===== config.mk =====
export PLATFORM = sky130hd
export DESIGN_NAME = hazard_stall_ctrl
export DESIGN_NICKNAME = d
export VERILOG_FILES = /design/src/rtl/hazard_stall_ctrl.sv
export SDC_FILE = /design/constraint.sdc
export NUM_CORES = 1
export LEC_CHECK = 0
export ABC_AREA = 1
export BUFFER_PORTS_ARGS = -buffer_cell sky130_fd_sc_hd__buf_2
export CORE_UTILIZATION = 45
export CTS_CLUSTER_SIZE = 25
export DETAILED_ROUTE_END_ITERATION = 16
export PLACE_DENSITY = 0.69
export RECOVER_POWER = 25
export SLEW_MARGIN = 10
export SYNTH_ARGS = -nofsm -noshare
export SYNTH_HDL_FRONTEND = slang
export SYNTH_SLANG_ARGS = --single-unit

===== constraint.sdc =====
create_clock -name clk -period 1.75 [get_ports clk]
set_input_delay 0.0875 -clock clk [delete_from_list [all_inputs] [get_ports clk]]
set_output_delay 0.0875 -clock clk [all_outputs]
set_load 0.05 [all_outputs]

===== src/rtl/hazard_stall_ctrl.sv =====
// -----------------------------------------------------------------------------
// hazard_stall_ctrl
//   Front-end hazard control for a 5-stage pipeline.
//   - Load-use hazard: holds PC and IF/ID and injects a bubble into ID/EX
//     for LOAD_STALL_CYCLES cycles.
//   - Taken branch: flushes IF/ID and ID/EX for FLUSH_CYCLES cycles
//     (detect cycle included). A branch always wins over a load-use hazard.
//   - Saturating debug counters of bubble cycles and flush events.
//
// Ports
//   clk           in   pipeline clock, posedge
//   reset         in   asynchronous reset, active low
//   IDEX_MemRead  in   instruction in EX is a load
//   IDEX_rd       in   destination register of instruction in EX
//   IFID_rs1/rs2  in   source registers of instruction in ID
//   Branch_taken  in   branch resolved taken (pulse or level)
//   clr_cnt       in   synchronous clear of both statistics counters
//   PC_Write      out  1 = PC may update
//   IFID_Write    out  1 = IF/ID may load
//   IDEX_Bubble   out  1 = zero ID/EX control inputs this cycle
//   IFID_Flush    out  1 = clear IF/ID at next edge
//   IDEX_Flush    out  1 = clear ID/EX at next edge
//   stall_cnt     out  bubble cycles issued (saturating)
//   flush_cnt     out  flush events started (saturating)
// -----------------------------------------------------------------------------
module hazard_stall_ctrl #(
  parameter int LOAD_STALL_CYCLES = 1,
  parameter int FLUSH_CYCLES      = 2,
  parameter int CNT_W             = 16
) (
  input  logic             clk,
  input  logic             reset,
  input  logic             IDEX_MemRead,
  input  logic [4:0]       IDEX_rd,
  input  logic [4:0]       IFID_rs1,
  input  logic [4:0]       IFID_rs2,
  input  logic             Branch_taken,
  input  logic             clr_cnt,
  output logic             PC_Write,
  output logic             IFID_Write,
  output logic             IDEX_Bubble,
  output logic             IFID_Flush,
  output logic             IDEX_Flush,
  output logic [CNT_W-1:0] stall_cnt,
  output logic [CNT_W-1:0] flush_cnt
);

  // Down-counter must hold the larger of the two reload values.
  localparam int MAXC = (LOAD_STALL_CYCLES > FLUSH_CYCLES) ? LOAD_STALL_CYCLES : FLUSH_CYCLES;
  localparam int DW   = (MAXC < 2) ? 1 : $clog2(MAXC + 1);

  localparam logic [DW-1:0]    LOAD_RELOAD  = DW'(LOAD_STALL_CYCLES - 1);
  localparam logic [DW-1:0]    FLUSH_RELOAD = DW'(FLUSH_CYCLES - 1);
  localparam logic [DW-1:0]    CNT_ONE      = DW'(1);
  localparam logic [CNT_W-1:0] STAT_MAX     = '1;
  localparam logic [CNT_W-1:0] STAT_ONE     = CNT_W'(1);

  typedef enum logic [1:0] {
    S_RUN   = 2'd0,
    S_STALL = 2'd1,
    S_FLUSH = 2'd2
  } state_t;

  state_t            r_state;
  state_t            w_state_next;
  logic [DW-1:0]     r_cnt;
  logic [DW-1:0]     w_cnt_next;
  logic [CNT_W-1:0]  r_stall_cnt;
  logic [CNT_W-1:0]  r_flush_cnt;

  logic              w_hz;
  logic              w_pc_write;
  logic              w_ifid_write;
  logic              w_bubble;
  logic              w_flush;

  // Load-use hazard: x0 is never a real dependency.
  assign w_hz = IDEX_MemRead && (IDEX_rd != 5'd0) &&
                ((IDEX_rd == IFID_rs1) || (IDEX_rd == IFID_rs2));

  // ---------------------------------------------------------------------------
  // State register
  // ---------------------------------------------------------------------------
  always_ff @(posedge clk or negedge reset) begin
    if (!reset) begin
      r_state <= S_RUN;
      r_cnt   <= '0;
    end else begin
      r_state <= w_state_next;
      r_cnt   <= w_cnt_next;
    end
  end

  // ---------------------------------------------------------------------------
  // Next state and Mealy outputs
  // ---------------------------------------------------------------------------
  always_comb begin
    w_state_next = r_state;
    w_cnt_next   = r_cnt;
    w_pc_write   = 1'b1;
    w_ifid_write = 1'b1;
    w_bubble     = 1'b0;
    w_flush      = 1'b0;

    if (Branch_taken) begin
      // Branch wins in every state: starts, restarts, or aborts into a flush.
      w_flush = 1'b1;
      if (FLUSH_CYCLES > 1) begin
        w_state_next = S_FLUSH;
        w_cnt_next   = FLUSH_RELOAD;
      end else begin
        w_state_next = S_RUN;
        w_cnt_next   = '0;
      end
    end else begin
      case (r_state)
        S_STALL: begin
          w_pc_write   = 1'b0;
          w_ifid_write = 1'b0;
          w_bubble     = 1'b1;
          w_cnt_next   = r_cnt - CNT_ONE;
          if (r_cnt == CNT_ONE) begin
            w_state_next = S_RUN;
          end
        end
        S_FLUSH: begin
          w_flush    = 1'b1;
          w_cnt_next = r_cnt - CNT_ONE;
          if (r_cnt == CNT_ONE) begin
            w_state_next = S_RUN;
          end
        end
        S_RUN: begin
          if (w_hz) begin
            w_pc_write   = 1'b0;
            w_ifid_write = 1'b0;
            w_bubble     = 1'b1;
            if (LOAD_STALL_CYCLES > 1) begin
              w_state_next = S_STALL;
              w_cnt_next   = LOAD_RELOAD;
            end
          end
        end
        default: begin
          w_state_next = S_RUN;
          w_cnt_next   = '0;
        end
      endcase
    end
  end

  // While reset is low the pipeline runs freely regardless of inputs; the
  // gating is combinational so a mid-flush reset drops Flush immediately.
  assign PC_Write    = w_pc_write   | ~reset;
  assign IFID_Write  = w_ifid_write | ~reset;
  assign IDEX_Bubble = w_bubble     &  reset;
  assign IFID_Flush  = w_flush      &  reset;
  assign IDEX_Flush  = w_flush      &  reset;

  // ---------------------------------------------------------------------------
  // Saturating statistics counters; clear wins over increment.
  // ---------------------------------------------------------------------------
  always_ff @(posedge clk or negedge reset) begin
    if (!reset) begin
      r_stall_cnt <= '0;
      r_flush_cnt <= '0;
    end else if (clr_cnt) begin
      r_stall_cnt <= '0;
      r_flush_cnt <= '0;
    end else begin
      if (IDEX_Bubble && (r_stall_cnt != STAT_MAX)) begin
        r_stall_cnt <= r_stall_cnt + STAT_ONE;
      end
      if (Branch_taken && (r_flush_cnt != STAT_MAX)) begin
        r_flush_cnt <= r_flush_cnt + STAT_ONE;
      end
    end
  end

  assign stall_cnt = r_stall_cnt;
  assign flush_cnt = r_flush_cnt;

endmodule


Yosys cells after proc, flatten, opt, wreduce, memory -nomap -nowiden --
Cells that the tools add are included.
Cells by class: add/subtract/negate cells 3, multiply operators 0, div/mod/pow operators 0, order comparisons 0, equal/unequal tests 9, shifts and indexed selects 0, multiplexer cells 17, bitwise operators 4, reductions and logical operators 11
Operators with widths (count):
- $mux 16 | 4
- $add 16x1->16 const B | 2
- $ne 16x16->1 const B | 2
- $eq 5x5->1 | 2
- $pmux 2 s2 | 2
- $mux 1 | 6
- $mux 2 | 3
- $reduce_bool 5->1 | 1
- $eq 2x1->1 const B | 2
- $logic_and 1x1->1 | 4
- $pmux 1 s2 | 2
- $reduce_bool 2->1 | 2
- $ne 3x1->1 const B | 1
- $and 1x1->1 | 2
- $eq 2x2->1 const B | 1
- $logic_not 2->1 | 1
- $ne 2x2->1 const B | 1
- $reduce_and 2->1 | 1
- $reduce_or 2->1 | 1
- $sub 2x1->2 const B | 1
- $logic_or 1x1->1 | 1
- $not 1->1 | 1
- $or 1x1->1 | 1
Storage, ports and cells: bits in registers 36, bits in latches 0, RAM bits 0, bits in read-only memories 0, input port bits 20, memories kept 0

Longest topological paths before layout --
depth in word-level cells 10, depth in mapped cells 11, mapped depth without buffers 10

Worst setup path before layout --
OpenSTA, ideal clock, no wires.
path type register to register, from register r_stall_cnt[0], in the netlist stall_cnt[0], to register r_stall_cnt[6], in the netlist stall_cnt[6], library setup time 119 ps, arrival 1827 ps, data required time 1631 ps, slack -196 ps, stages on the path, launching flop included 10, path buffers 1, clock period less this slack 1946 ps, path through dfrtp_1 -> ha_1 -> nand2_1 -> nor3_2 -> nand4_2 -> nand3_4 -> nand2_4 -> buf_6 -> nand2_1 -> nand2_1
Between the ends: cells in the longest elaborated chain, start to end 3, elaborated cells on any way between the ends 6
RTL lines:
- start: declaration | line 68 | logic [CNT_W-1:0] r_stall_cnt;
- start signal: assignment | line 172 | r_stall_cnt <= r_stall_cnt + STAT_ONE;
- $add 16x1->16 / $ne 16x16->1 (equally long branches) | line 172, 171
- $mux 16 / $logic_and 1x1->1 (equally long branches) | line 171 | if (IDEX_Bubble && (r_stall_cnt != STAT_MAX)) begin
- $mux 16 / $reduce_bool 2->1 (equally long branches)
Several ways; a longest one is shown, not always the timed one. The select of a mux whose other input is x is not followed. A chain may end at the register's enable or synchronous reset.

Worst setup path in the final report --
from register r_flush_cnt[0], in the netlist flush_cnt[0], to register r_flush_cnt[2], in the netlist flush_cnt[2]
Between the ends: cells in the longest elaborated chain, start to end 3, elaborated cells on any way between the ends 6
RTL lines:
- start: declaration | line 69 | logic [CNT_W-1:0] r_flush_cnt;
- start signal: assignment | line 175 | r_flush_cnt <= r_flush_cnt + STAT_ONE;
- $add 16x1->16 / $ne 16x16->1 (equally long branches) | line 175, 174
- $mux 16 / $logic_and 1x1->1 (equally long branches) | line 174 | if (Branch_taken && (r_flush_cnt != STAT_MAX)) begin
- $mux 16 / $reduce_bool 2->1 (equally long branches)
Several ways; a longest one is shown, not always the timed one. The select of a mux whose other input is x is not followed.

==> flow_summary_export.csv <==
group,metric,value,unit
setup_path,crit_path_end_kind,"flop",
cts,clkLatencyLatePin,0.30,ns
pwr,clockPowerShare,35.6,%
cells_and_area,insertedDiodeCount,0,
global_route,antenna_found_initial,0,
cts,cts_buffers,5,
cells_and_area,syn2layout_area_growth,21.8,%
synthesis,synth.top_cells.by_count,"nand2_1, nor2_1, inv_1, dfrtp_1, nand3_1",
setup_path,cp.buffers_inverters,1,
global_route,grt_pass1_vias,2186,
cells_and_area,final_layout_size_suffix_gt1_share,22.8,%
place,gp_congestion,0.876,
detailed_routing,drt-total-wl,5800,um
detailed_routing,viasPerCell,4.99,
synthesis,yosysWarnings,0,
synthesis,yosysTopAreaCellShare,36.3,%
sta,finalCriticalPeriod,1.65,ns
pwr,power_switching_share,29.2,%
floorplanning,die_w,75.2,um
synthesis,async_flop_share,100,%
floorplanning,io_pins,57,
detailed_routing,first_iter_violations,168,
synthesis,synthFlopType,"dfrtp_1",
synthesis,netlist_area,0.00241,mm^2
place,preCtsSetupSlack,0.0882,ns
pwr,ir_worst_vdd,0.000437,V
setup_path,path_cells,"ha_2, nand3_4, nor3_4, nand3_2, nand2_4, nand2_4, clkinv_4, nand2_1, o31ai_1",
synthesis,ys_types,31,
cts,htree_levels,2,
sta,relSlewSlack,39.9,%
floorplanning,initial_core_util,46.9,%
detailed_routing,drc,0,
synthesis,synth-edff-count,0,
pwr,pwr-share-seq,49.2,%
global_route,grt_pass1_wl,9600,um
detailed_routing,wl_per_cell,11.9,um
setup_path,critical_path_peak_fanout,10,
cells_and_area,finalNetCount,439,
floorplanning,die_h,75.2,um
place,dp.cells,476,
synthesis,synth_seq_cells,35,
synthesis,synth_fp_nets,372,
sta,worst_slack,0.100,ns
synthesis,seq_area_frac_synth,36.3,%
cts,cts.reportedPaths.clkPinSlew,0.08,ns
hold_path,hold_path_class,"primary input to flop",
sta,drv_slew,0,
sta,tightest_slew,0.902,ns
detailed_routing,routed-via-count,2429,
cts,clock_sinks,35,
cts,cts_root_buf,"clkbuf_8",
sta,fin_crit_sh,94.3,%
global_route,grt_start_max_net_pins,36,
synthesis,syn_area_per_cell,6.91,um^2
job,cap_violations,0,
setup_path,cp_slowest_stage_delay,0.39,ns
sta,finalHoldViolCount,0,
place,dp_hpwl,4410,um
global_route,grt_overflow,0,
sta,finalSetupViolCount,0,
sta,setup_tns,0,ns
setup_path,crit_path_start_kind,"flop",
cts,clockBufferDepth,2,
global_route,grtUsageTotal,22.8,%
pwr,power.internal,1.23,mW
status,outcome,"complete, no violations",
synthesis,yosys.area.top_type,"dfrtp_1",
setup_path,critPathSlowestCell,"dfrtp_2",
setup_path,crit_path_frequent_cell,"nand2_4",
sta,clock_skew,0.0103,ns
synthesis,yosysMostFrequentCell,"nand2_1",
pwr,p_leak,1.50,nW
floorplanning,coreArea,0.00514,mm^2
floorplanning,num_rows,26,
pwr,combPwrFrac,15.2,%
sta,max_freq,606,MHz
detailed_routing,drtPass1Iterations,4,
setup_path,critPathKind,"flop to flop",
pwr,powerDensity,591,mW/mm^2
cts,cts_tree,"built",
synthesis,syn_inst,349,
setup_path,crit_arrival,1.84,ns
setup_path,required,1.94,ns
synthesis,yosys-top-cells-area,"dfrtp_1, nand2_1, nor2_1, nand3_1, inv_1",
floorplanning,dieArea,0.00566,mm^2
detailed_routing,drtAntennaViolNets,0,
pwr,p_switching,508,uW
place,portBuffers,56,
cells_and_area,fin_cells,487,
setup_path,crit_family,"simple AND/OR/NAND/NOR gates",
sta,grt_setup_unrepaired,"no",
## cell usage in the layout (no fill, tap or decap), types with 3 or more instances in the layout
| cell | instances |
|---|---|
| nand2_1 | 98 |
| buf_2 | 54 |
| nor2_1 | 48 |
| inv_1 | 40 |
| nand3_1 | 35 |
| dfrtp_1 | 28 |
| nor3_1 | 14 |
| xor2_1 | 14 |
| nand4_1 | 12 |
| buf_4 | 11 |
| o21ai_1 | 9 |
| o21ai_0 | 8 |
| dfrtp_2 | 7 |
| clkbuf_8 | 6 |
| o31ai_1 | 4 |
| xnor2_1 | 3 |
| nand2_4 | 3 |
## per-stage QoR
stage               hold WS [ns]  utilization, %  area [um^2]  total power [mW]
floorplan                 -0.208               -         2420              1.04
global placement           0.220            54.7         2810              1.13
detailed placement         0.223            54.7         2810              1.13
CTS                       0.0911            56.6         2910              1.76
global route               0.102            57.2         2940              1.83
finish                    0.0927            57.2         2940              1.74
## what timing repair did
action / in CTS / in global routing
resized for setup: 0 / 5
hold buffers: 1 / 0
endpoints found under the hold margin: 35 / 0
setup endpoints to repair: 0 / 8
setup buffers: 0 / 2
## area by class of cell
class | count | area, um^2
fill | 521 | 2200
multi-input combinational | 263 | 1330
sequential | 35 | 885
timing repair buffer | 69 | 383
inverter | 42 | 163
tap | 70 | 87.6
clock buffer | 7 | 86.3
clock inverter | 1 | 5.00
## power groups by stage
stage	clock [mW]	combinational, mW	sequential [mW]
2_1_floorplan	0	0.132	0.909
3_3_place_gp	0	0.260	0.867
5_1_grt	0.678	0.293	0.856
3_5_place_dp	0	0.264	0.869
6_report	0.618	0.264	0.854
4_1_cts	0.641	0.267	0.853
## path summary, 6_finish.rpt
path / depth (start not counted) / start / endpoint / slack [ns]
worst max-delay path: 9 / flush_cnt[0] / flush_cnt[2] / 0.1
min in group asynchronous: 3 / reset / flush_cnt[9] / 0.65
worst min-delay path: 3 / Branch_taken / r_cnt[0] / 0.09
max in group asynchronous: 3 / reset / stall_cnt[7] / 0.48
worst max register to register: 9 / flush_cnt[0] / flush_cnt[2] / 0.1
worst min register to register: 1 / r_cnt[0] / r_cnt[0] / 0.49
## logic make-up after synthesis
kind of cell	count (synthesis)	share of synthesized area, %
xor gates and xnor gates	17	6.17
adders and majority gates	3	1.56
buffers and inverters	51	8.97
DFF	35	36.3
AOI/OAI and AO/OA	24	5.60
and+or+nand+nor	219	41.4
## routing by layer
metal	track usage, %	up-vias	wire length (um)
met5	0	-	0
met4	8.23	0	106
met3	4.69	12	243
met2	39.2	60	2850
met1	28.2	1102	2600
li1	-	1255	-
## worst register-to-register path: cells and delay by family (launching register included)
kind,cells,cell delay (ns)
and+or+nand+nor,6,0.76
AOI/OAI and AO/OA,1,0.07
buffers and inverters,1,0.11
DFF,1,0.39
adders and majority gates,1,0.22
## sequential cells by signal, indices dropped and copies added (netlist names)
register and count:
flush_cnt 16, r_cnt 2, r_state 1, stall_cnt 16
(Power assumes the default switching activity.)
